<file path="src/rtl/uart_tx_param.sv">
// ----------------------------------------------------------------------------
// uart_tx_param -- parameterised UART transmitter (8N1-style framing).
//
// Frame on TX_Pin_Out: start bit (0), DATA_BITS data bits LSB first,
// optional parity bit, STOP_BITS stop bits (1). Every bit lasts exactly
// BAUD_DIV CLK cycles.
//
// Optional feature macro: UART_TX_PARITY_EN
//   defined   : PARITY state compiled in, parity bit sent after the data
//               (even when PARITY_ODD=0, odd when PARITY_ODD=1)
//   undefined : DATA goes straight to STOP, PARITY_ODD is ignored
//
// Parameters:
//   BAUD_DIV   CLK cycles per bit (2..65535)
//   DATA_BITS  data bits per frame (5..9)
//   STOP_BITS  stop bits per frame (1 or 2)
//   PARITY_ODD parity sense, only meaningful with UART_TX_PARITY_EN
//
// Ports:
//   CLK          system clock
//   Rstn         asynchronous active-low reset
//   TX_En_Sig    transmit enable; low freezes the frame in place
//   TX_Valid     TX_Data holds a word to send
//   TX_Data      payload word
//   TX_Ready     block accepts a word (transfer = TX_Valid & TX_Ready)
//   TX_Busy      a frame is in progress
//   TX_Done_Sig  one-cycle pulse during the last cycle of the frame
//   TX_Pin_Out   serial line, idle high
//
// All outputs come straight from flops.
// ----------------------------------------------------------------------------
module uart_tx_param #(
    parameter int BAUD_DIV   = 434,
    parameter int DATA_BITS  = 8,
    parameter int STOP_BITS  = 1,
    parameter int PARITY_ODD = 0
) (
    input  logic                 CLK,
    input  logic                 Rstn,
    input  logic                 TX_En_Sig,
    input  logic                 TX_Valid,
    input  logic [DATA_BITS-1:0] TX_Data,
    output logic                 TX_Ready,
    output logic                 TX_Busy,
    output logic                 TX_Done_Sig,
    output logic                 TX_Pin_Out
);

    // ------------------------------------------------------------------
    // Elaboration-time parameter sanity
    // ------------------------------------------------------------------
    if (BAUD_DIV < 2 || BAUD_DIV > 65535) begin : g_bad_baud
        $error("uart_tx_param: BAUD_DIV out of range 2..65535");
    end
    if (DATA_BITS < 5 || DATA_BITS > 9) begin : g_bad_bits
        $error("uart_tx_param: DATA_BITS out of range 5..9");
    end
    if (STOP_BITS != 1 && STOP_BITS != 2) begin : g_bad_stop
        $error("uart_tx_param: STOP_BITS must be 1 or 2");
    end
    if (PARITY_ODD != 0 && PARITY_ODD != 1) begin : g_bad_par
        $error("uart_tx_param: PARITY_ODD must be 0 or 1");
    end

    // ------------------------------------------------------------------
    // Widths and terminal counts
    // ------------------------------------------------------------------
    localparam int CNT_W = $clog2(BAUD_DIV);
    localparam int IDX_W = $clog2(DATA_BITS);

    localparam logic [CNT_W-1:0] CNT_LAST  = CNT_W'(BAUD_DIV - 1);
    // One cycle before the bit boundary: used to raise TX_Done_Sig so that
    // the registered pulse lines up with the final stop-bit cycle.
    localparam logic [CNT_W-1:0] CNT_PRE   = CNT_W'(BAUD_DIV - 2);
    localparam logic [IDX_W-1:0] IDX_LAST  = IDX_W'(DATA_BITS - 1);
    localparam logic [IDX_W-1:0] STOP_LAST = IDX_W'(STOP_BITS - 1);

    // ------------------------------------------------------------------
    // State
    // ------------------------------------------------------------------
    typedef enum logic [2:0] {
        IDLE,
        START,
        DATA,
`ifdef UART_TX_PARITY_EN
        PARITY,
`endif
        STOP
    } state_t;

    state_t               state_q;
    logic [CNT_W-1:0]     cnt_q;     // baud counter, 0..BAUD_DIV-1
    logic [IDX_W-1:0]     idx_q;     // data bit index, reused as stop bit index
    logic [DATA_BITS-1:0] sh_q;      // latched word, shifted right per bit
    logic                 pin_q;
    logic                 ready_q;
    logic                 busy_q;
    logic                 done_q;
`ifdef UART_TX_PARITY_EN
    logic                 par_q;     // parity computed once at latch time
`endif

    // ------------------------------------------------------------------
    // Next-value helpers
    // ------------------------------------------------------------------
    logic             bit_end;
    logic [CNT_W-1:0] cnt_d;
    logic             done_d;

    assign bit_end = (cnt_q == CNT_LAST);
    assign cnt_d   = bit_end ? '0 : cnt_q + CNT_W'(1);
    assign done_d  = (state_q == STOP) && (idx_q == STOP_LAST) &&
                     (cnt_q == CNT_PRE);

    // ------------------------------------------------------------------
    // FSM with registered outputs
    // ------------------------------------------------------------------
    always_ff @(posedge CLK or negedge Rstn) begin
        if (!Rstn) begin
            state_q <= IDLE;
            cnt_q   <= '0;
            idx_q   <= '0;
            sh_q    <= '0;
            pin_q   <= 1'b1;
            ready_q <= 1'b0;
            busy_q  <= 1'b0;
            done_q  <= 1'b0;
`ifdef UART_TX_PARITY_EN
            par_q   <= 1'b0;
`endif
        end else if (state_q == IDLE) begin
            done_q <= 1'b0;
            if (TX_Valid && ready_q) begin
                // Transfer: latch the word, start bit goes out on this edge.
                sh_q    <= TX_Data;
`ifdef UART_TX_PARITY_EN
                par_q   <= (^TX_Data) ^ (PARITY_ODD != 0);
`endif
                cnt_q   <= '0;
                idx_q   <= '0;
                pin_q   <= 1'b0;
                state_q <= START;
                busy_q  <= 1'b1;
                ready_q <= 1'b0;
            end else begin
                ready_q <= TX_En_Sig;
            end
        end else if (TX_En_Sig) begin
            // While disabled nothing in this branch runs, so state, counters,
            // line level and a pending done pulse are all frozen in place.
            cnt_q  <= cnt_d;
            done_q <= done_d;
            if (bit_end) begin
                case (state_q)
                    START: begin
                        state_q <= DATA;
                        idx_q   <= '0;
                        pin_q   <= sh_q[0];
                        sh_q    <= sh_q >> 1;
                    end
                    DATA: begin
                        if (idx_q == IDX_LAST) begin
                            idx_q <= '0;
`ifdef UART_TX_PARITY_EN
                            state_q <= PARITY;
                            pin_q   <= par_q;
`else
                            state_q <= STOP;
                            pin_q   <= 1'b1;
`endif
                        end else begin
                            idx_q <= idx_q + IDX_W'(1);
                            pin_q <= sh_q[0];
                            sh_q  <= sh_q >> 1;
                        end
                    end
`ifdef UART_TX_PARITY_EN
                    PARITY: begin
                        state_q <= STOP;
                        idx_q   <= '0;
                        pin_q   <= 1'b1;
                    end
`endif
                    STOP: begin
                        if (idx_q == STOP_LAST) begin
                            // Frame complete; enable is known high here, so
                            // the next word can be taken on the following edge.
                            state_q <= IDLE;
                            idx_q   <= '0;
                            busy_q  <= 1'b0;
                            ready_q <= 1'b1;
                        end else begin
                            idx_q <= idx_q + IDX_W'(1);
                        end
                        pin_q <= 1'b1;
                    end
                    default: begin
                        state_q <= IDLE;
                        idx_q   <= '0;
                        busy_q  <= 1'b0;
                        pin_q   <= 1'b1;
                    end
                endcase
            end
        end
    end

    assign TX_Ready    = ready_q;
    assign TX_Busy     = busy_q;
    assign TX_Done_Sig = done_q;
    assign TX_Pin_Out  = pin_q;

endmodule

</file>
<file path="config.mk">
export PLATFORM = sky130hd
export DESIGN_NAME = uart_tx_param
export DESIGN_NICKNAME = d
export VERILOG_FILES = /design/src/rtl/uart_tx_param.sv
export SDC_FILE = /design/constraint.sdc
export NUM_CORES = 1
export LEC_CHECK = 0
export ABC_AREA = 1
export BUFFER_PORTS_ARGS = -buffer_cell sky130_fd_sc_hd__buf_2
export CAP_MARGIN = 25
export CELL_PAD_IN_SITES_DETAIL_PLACEMENT = 1
export CELL_PAD_IN_SITES_GLOBAL_PLACEMENT = 1
export CORE_AREA = 2 2 64 66
export CTS_CLUSTER_DIAMETER = 150
export DETAILED_ROUTE_END_ITERATION = 8
export DIE_AREA = 0 0 66 68
export PLACE_DENSITY = 0.81
export RECOVER_POWER = 25
export SYNTH_ARGS = -nofsm -noshare
export SYNTH_HDL_FRONTEND = slang
export SYNTH_SLANG_ARGS = --single-unit
</file>
<file path="constraint.sdc">
create_clock -name CLK -period 2.4 [get_ports CLK]
set_clock_uncertainty 0.2 [all_clocks]
set_input_delay 0.48 -clock CLK [delete_from_list [all_inputs] [get_ports CLK]]
set_output_delay 0.48 -clock CLK [all_outputs]
set_load 0.005 [all_outputs]
</file>
Yosys cells after proc, flatten, opt, wreduce, memory -nomap -nowiden
Cells that the tools add are included.
{"block": "word_totals", "elab_cells": 82, "memories": 0, "mem_bits_ro": 0, "inputBits": 12, "regBits": 27, "latch_bits": 0, "out_inout_bits": 4, "ram_bits": 0}
{"block": "classes", "add_sub_neg": 2, "eq_ne": 11, "multipliers": 0, "n_bitwise": 0, "n_lt_le_gt_ge": 0, "div_mod_pow": 0, "n_mux": 44, "reduce_logical": 17, "shift": 0}
{"cell": "$mux 8", "count": 5}
{"cell": "$mux 3", "count": 12}
{"cell": "$mux 9", "count": 4}
{"cell": "$eq 9x9->1 const B", "count": 2}
{"cell": "$mux 1", "count": 18}
{"cell": "$pmux 8 s2", "count": 1}
{"cell": "$reduce_and 5->1", "count": 3}
{"cell": "$add 9x1->9 const B", "count": 1}
{"cell": "$pmux 3 s3", "count": 1}
{"cell": "$reduce_bool 2->1", "count": 4}
{"cell": "$eq 3x2->1 const B", "count": 2}
{"cell": "$logic_not 3->1", "count": 2}
{"cell": "$ne 3x3->1 const B", "count": 2}
{"cell": "$pmux 3 s2", "count": 1}
{"cell": "$ne 2x1->1 const B", "count": 2}
{"cell": "$pmux 1 s2", "count": 2}
{"cell": "$reduce_and 4->1", "count": 1}
{"cell": "$add 3x1->3 const B", "count": 1}
{"cell": "$eq 3x1->1 const B", "count": 1}
{"cell": "$eq 3x3->1 const B", "count": 1}
{"cell": "$logic_and 1x1->1", "count": 3}
{"cell": "$ne 3x1->1 const B", "count": 1}
{"cell": "$reduce_and 3->1", "count": 1}
{"cell": "$reduce_bool 3->1", "count": 1}
{"cell": "2 further kinds", "count": 2}

Longest topological paths before layout
{"block": "depth", "ltp_word": 6, "depth_mapped": 11, "depth_no_buf": 10}

Worst setup path after synthesis
Ideal clock, no wire load.
{"block": "synth_timing", "kind": "register to register", "startpoint": "reg state_q[0]", "endpoint": "reg cnt_q[7]", "setup_slack_ns": 0.641, "stages_incl_launch_ff": 11, "t_arrival_ns": 1.438, "synth_period_minus_slack_ns": 1.759, "required_ns": 2.079, "cell_sequence": "dfrtp_1 -> inv_1 -> ha_1 -> inv_2 -> buf_6 -> nand2_2 -> nand2_4 -> buf_6 -> nand4_2 -> o21ai_0 -> nor2_1"}
{"block": "synth_via", "elab_chain_len": 3, "elab_cells_between_ends": 5}
{"item": "start: declaration", "line_no": "91", "rtl": "state_t state_q;"}
{"item": "start signal: assignment", "line_no": "120", "rtl": "state_q <= IDLE;"}
{"item": "start signal: assignment", "line_no": "142", "rtl": "state_q <= START;"}
{"item": "start signal: assignment", "line_no": "156", "rtl": "state_q <= DATA;"}
{"item": "$logic_not 3->1 (*)", "line_no": "131", "rtl": "end else if (state_q == IDLE) begin"}
{"item": "$ne 2x1->1 (no line) or $reduce_bool 2->1 (tied branches)"}
{"item": "$reduce_and 2->1 (no line)"}
{"item": "end signal: assignment", "line_no": "151", "rtl": "cnt_q <= cnt_d;"}
{"item": "end: declaration", "line_no": "92", "rtl": "logic [CNT_W-1:0] cnt_q;"}
Every way passes the cells marked *; elsewhere a longest branch is shown, timed or not.
A chain may end at the register's enable or synchronous reset.

Worst setup path after layout
{"block": "layout_timing", "startpoint": "reg state_q[0]", "endpoint": "reg cnt_q[8]"}
Same word-level chain as after synthesis.

==> summary.md <==
| Metric | Value |
|---|---|
| Reg-to-reg critical path endpoint | cnt_q[8] |
| Post-route minimum period | 2.037 ns |
| Sequential fraction of the synthesis area | 40.77% |
| Core region area | 3856 µm² |
| Total I/O pin count | 16 |
| Clock H-tree levels | 1 |
| First-pass GRT wire length | 5975 µm |
| Depth of the worst register-to-register path | 10 |
| Maximum fanout count along the critical path | 13 |
| Number of warnings issued by yosys | 0 |
| Max-Cap Viols | 0 |
| Start-to-end type of the worst setup path | reg -> reg |
| Most frequent cells after synthesis | sky130_fd_sc_hd__nand2_1 (47), sky130_fd_sc_hd__dfrtp_1 (25), sky130_fd_sc_hd__inv_1 (21), sky130_fd_sc_hd__nor2_1 (16), sky130_fd_sc_hd__ha_1 (12) |
| Total of cells resized after clock tree synthesis | 0 |
| Hold slack | 0.2510 ns |
| Full die area | 4488 µm² |
| Post-synthesis cell count | 192 |
| Initial core utilization | 41.47% |
| Worst-skew pair later-pin latency | 0.28 ns |
| Leakage dissipation | 0.8881 nW |
| Synth area leader | sky130_fd_sc_hd__dfrtp_1 |
| Placed inst area | 1694 µm² |
| Port bufs | 15 |
| Wire length per cell after detailed routing | 12.96 µm |
| Die H | 68 µm |
| Worst VDD drop | 0.4674 mV |
| Endpoint, Worst Hold | sh_q[7] |
| Post-CTS setup-driven buffer insertion count | 0 |
| Routed wire length | 3332 µm |
| Antenna violations before repair | 0 |
| Vias in the first global route | 1353 |
| Antenna-violating nets left | 0 |
| Setup slack after placement | 0.3751 ns |
| Ant diodes | 0 |
| Power per standard cell area | 1114 nW/µm² |
| Clock-pin slew on the worst setup and hold paths | 0.10 ns |
| Worst hold path class | in -> reg |
| Least-Margin Pin Slew | 1.444 ns |
| FF-to-FF setup slack | 0.36 ns |
| Number of CTS-inserted buffers | 3 |
| Chip Width | 66 µm |
| Clock root buffer | sky130_fd_sc_hd__clkbuf_8 |
| Worst Setup End Kind | flop |
| Number of vias in the routed layout | 1281 |
| Layout area overhead | 10.33% |
| Finished layout cell area | 1764 µm² |
| Data arrival, critical path | 2.01 ns |
| DRC errors left | 0 |
| GRT Residual Overflow | 0 |
| Netlist area before placement | 1599 µm² |
| Max Slew Vio Count | 0 |
| HPWL Detailed | 2530 µm |
| Top cells by area, synth | sky130_fd_sc_hd__dfrtp_1 (39%), sky130_fd_sc_hd__nand2_1 (11%), sky130_fd_sc_hd__ha_1 (9.4%) |
| FILL cells | 494 |
| Max frequency | 491.0 MHz |
| All-layer global routing usage | 17.33% |
| Library cell with the highest instance count after synthesis | sky130_fd_sc_hd__nand2_1 |
| Pin count of the biggest net entering global routing | 27 |
| Number of enable flip-flop cells after synthesis | 0 |
| Number of flip-flops and latches in the synthesized netlist | 26 |
| Synthesized area per cell | 8.328 µm² |
| Share of flip-flops with an asynchronous set or reset after synthesis | 100.0% |
| Unrepaired setup endpoints after global routing | no |
| Number of setup violations in the final report | 0 |
| FP Rows | 23 |
| Vias per Instance | 4.984 |
| Area share of the leading cell type in the synthesized netlist | 39.12% |
| Count of different cell masters after synthesis | 25 |
| Worst min-delay path startpoint | TX_Data[7] |
| Crit path launch type | flop |
| Final hold violation count | 0 |
| Setup_tns | 0 ns |
| Least setup slack across all paths after layout | 0.3632 ns |
| DR iter-0 viols | 52 |
| Worst-case headroom to the max-slew limit | 3.744% |
| Hold-fix buffer count after cts | 0 |
| First-pass iteration count of the detailed router | 4 |
| Net count, final | 232 |
| Predominant post-synthesis flop cell | sky130_fd_sc_hd__dfrtp_1 |
| Worst hold stages | 3 |
| Crit share post-route | 84.87% |
| Worst path required time | 2.37 ns |
| Number of buffers on the longest clock path | 2 |
| Clock net sink count | 26 |
| Ratio of cells with drive above 1 in the final layout | 18.84% |
| Routability Congestion | 0.8053 |
| Syn nets | 216 |
| Clock tree from TritonCTS | yes |
| Outcome | finished, final reports clean |
| Launch instance of the worst register-to-register path | state_q[0] |
## worst max path at each step
stage | startpoint | end | slack, ns
after global placement | state_q[1] | cnt_q[8] | 0.45
final | state_q[0] | cnt_q[8] | 0.36
after floorplan | state_q[0] | cnt_q[7] | 0.64
after global routing | state_q[0] | cnt_q[8] | 0.16
after CTS | state_q[0] | cnt_q[8] | 0.36
after detailed placement | state_q[0] | cnt_q[8] | 0.38
## report_power, final
part	switching, mW	internal [mW]
Sequential	0.0989	0.577
Combinational	0.583	0.332
Clock	0.151	0.223
Total	0.832	1.13
## per-stage QoR
step	total power, mW	util [%]	std cells
after floorplan	1.447	-	192
after global placement	1.583	43.93	253
after detailed placement	1.611	43.93	253
after CTS	1.998	45.78	257
after global routing	2.160	45.75	257
final	1.965	45.75	257
## cell families (layout without fill, tap and decap cells)
| family | Yosys count | count (layout) | synth area share, % |
|---|---|---|---|
| simple gates | 86 | 86 | 24.57 |
| flops | 26 | 26 | 40.77 |
| fa+ha+maj | 12 | 12 | 9.389 |
| mux | 7 | 7 | 4.382 |
| compound gates | 33 | 33 | 12.36 |
| buf+inv | 28 | 43 | 8.529 |
## sequential cells by signal (all words and copies together) (netlist names)
register and cells:
TX_Done_Sig 1, idx_q 3, TX_Busy 1, TX_Ready 1, TX_Pin_Out 1, cnt_q 9
sh_q 8, state_q 2
## per-layer routing
layer	wire, µm	track usage (%)	up-vias
met4	27	3.061	0
li1	-	-	647
met3	88	3.947	2
met5	0	0	-
met1	1578	20.97	617
met2	1637	31.94	15
## cell usage in the layout, fill, tap and decap left out
cell and count:
sky130_fd_sc_hd__nor2_1 16, sky130_fd_sc_hd__dfrtp_1 25, sky130_fd_sc_hd__bufinv_16 1, sky130_fd_sc_hd__o21ai_1 3
sky130_fd_sc_hd__nand4_2 1, sky130_fd_sc_hd__nor2_2 1, sky130_fd_sc_hd__o21bai_1 1, sky130_fd_sc_hd__or2_2 1
sky130_fd_sc_hd__buf_2 14, sky130_fd_sc_hd__clkbuf_8 3, sky130_fd_sc_hd__nand2_2 3, sky130_fd_sc_hd__inv_1 21
sky130_fd_sc_hd__mux2i_1 7, sky130_fd_sc_hd__nand3_1 10, sky130_fd_sc_hd__nand3_4 1, sky130_fd_sc_hd__nand2_1 47
sky130_fd_sc_hd__nor4_1 1, sky130_fd_sc_hd__a21oi_1 11, sky130_fd_sc_hd__o21ai_0 10, sky130_fd_sc_hd__nor3_1 2
sky130_fd_sc_hd__clkbuf_1 1, sky130_fd_sc_hd__ha_1 12, sky130_fd_sc_hd__buf_4 1, sky130_fd_sc_hd__o21ai_2 8
sky130_fd_sc_hd__nand4_1 1, sky130_fd_sc_hd__dfstp_2 1, sky130_fd_sc_hd__nand2_4 2, sky130_fd_sc_hd__inv_2 2
## area by class of cell
class | instances | area, µm² | area share, %
Multi-Input combinational cell | 138 | 810.8 | 45.96
Timing Repair Buffer | 16 | 81.33 | 4.610
Clock buffer | 3 | 41.29 | 2.340
Inverter | 23 | 86.33 | 4.894
Tap cell | 50 | 62.56 | 3.546
Clock inverter | 1 | 30.03 | 1.702
Sequential cell | 26 | 651.9 | 36.95
## critical path, cell delays in order, from the launching register on
cell and delay, ns:
sky130_fd_sc_hd__dfrtp_1 0.43, sky130_fd_sc_hd__inv_1 0.09, sky130_fd_sc_hd__ha_1 0.27, sky130_fd_sc_hd__inv_2 0.19, sky130_fd_sc_hd__nand2_2 0.09, sky130_fd_sc_hd__nand2_4 0.16
sky130_fd_sc_hd__nand2_1 0.11, sky130_fd_sc_hd__nor2_1 0.17, sky130_fd_sc_hd__nand3_1 0.09, sky130_fd_sc_hd__nand2_1 0.07, sky130_fd_sc_hd__nor2_1 0.04
Power figures use the tool's default switching activity.
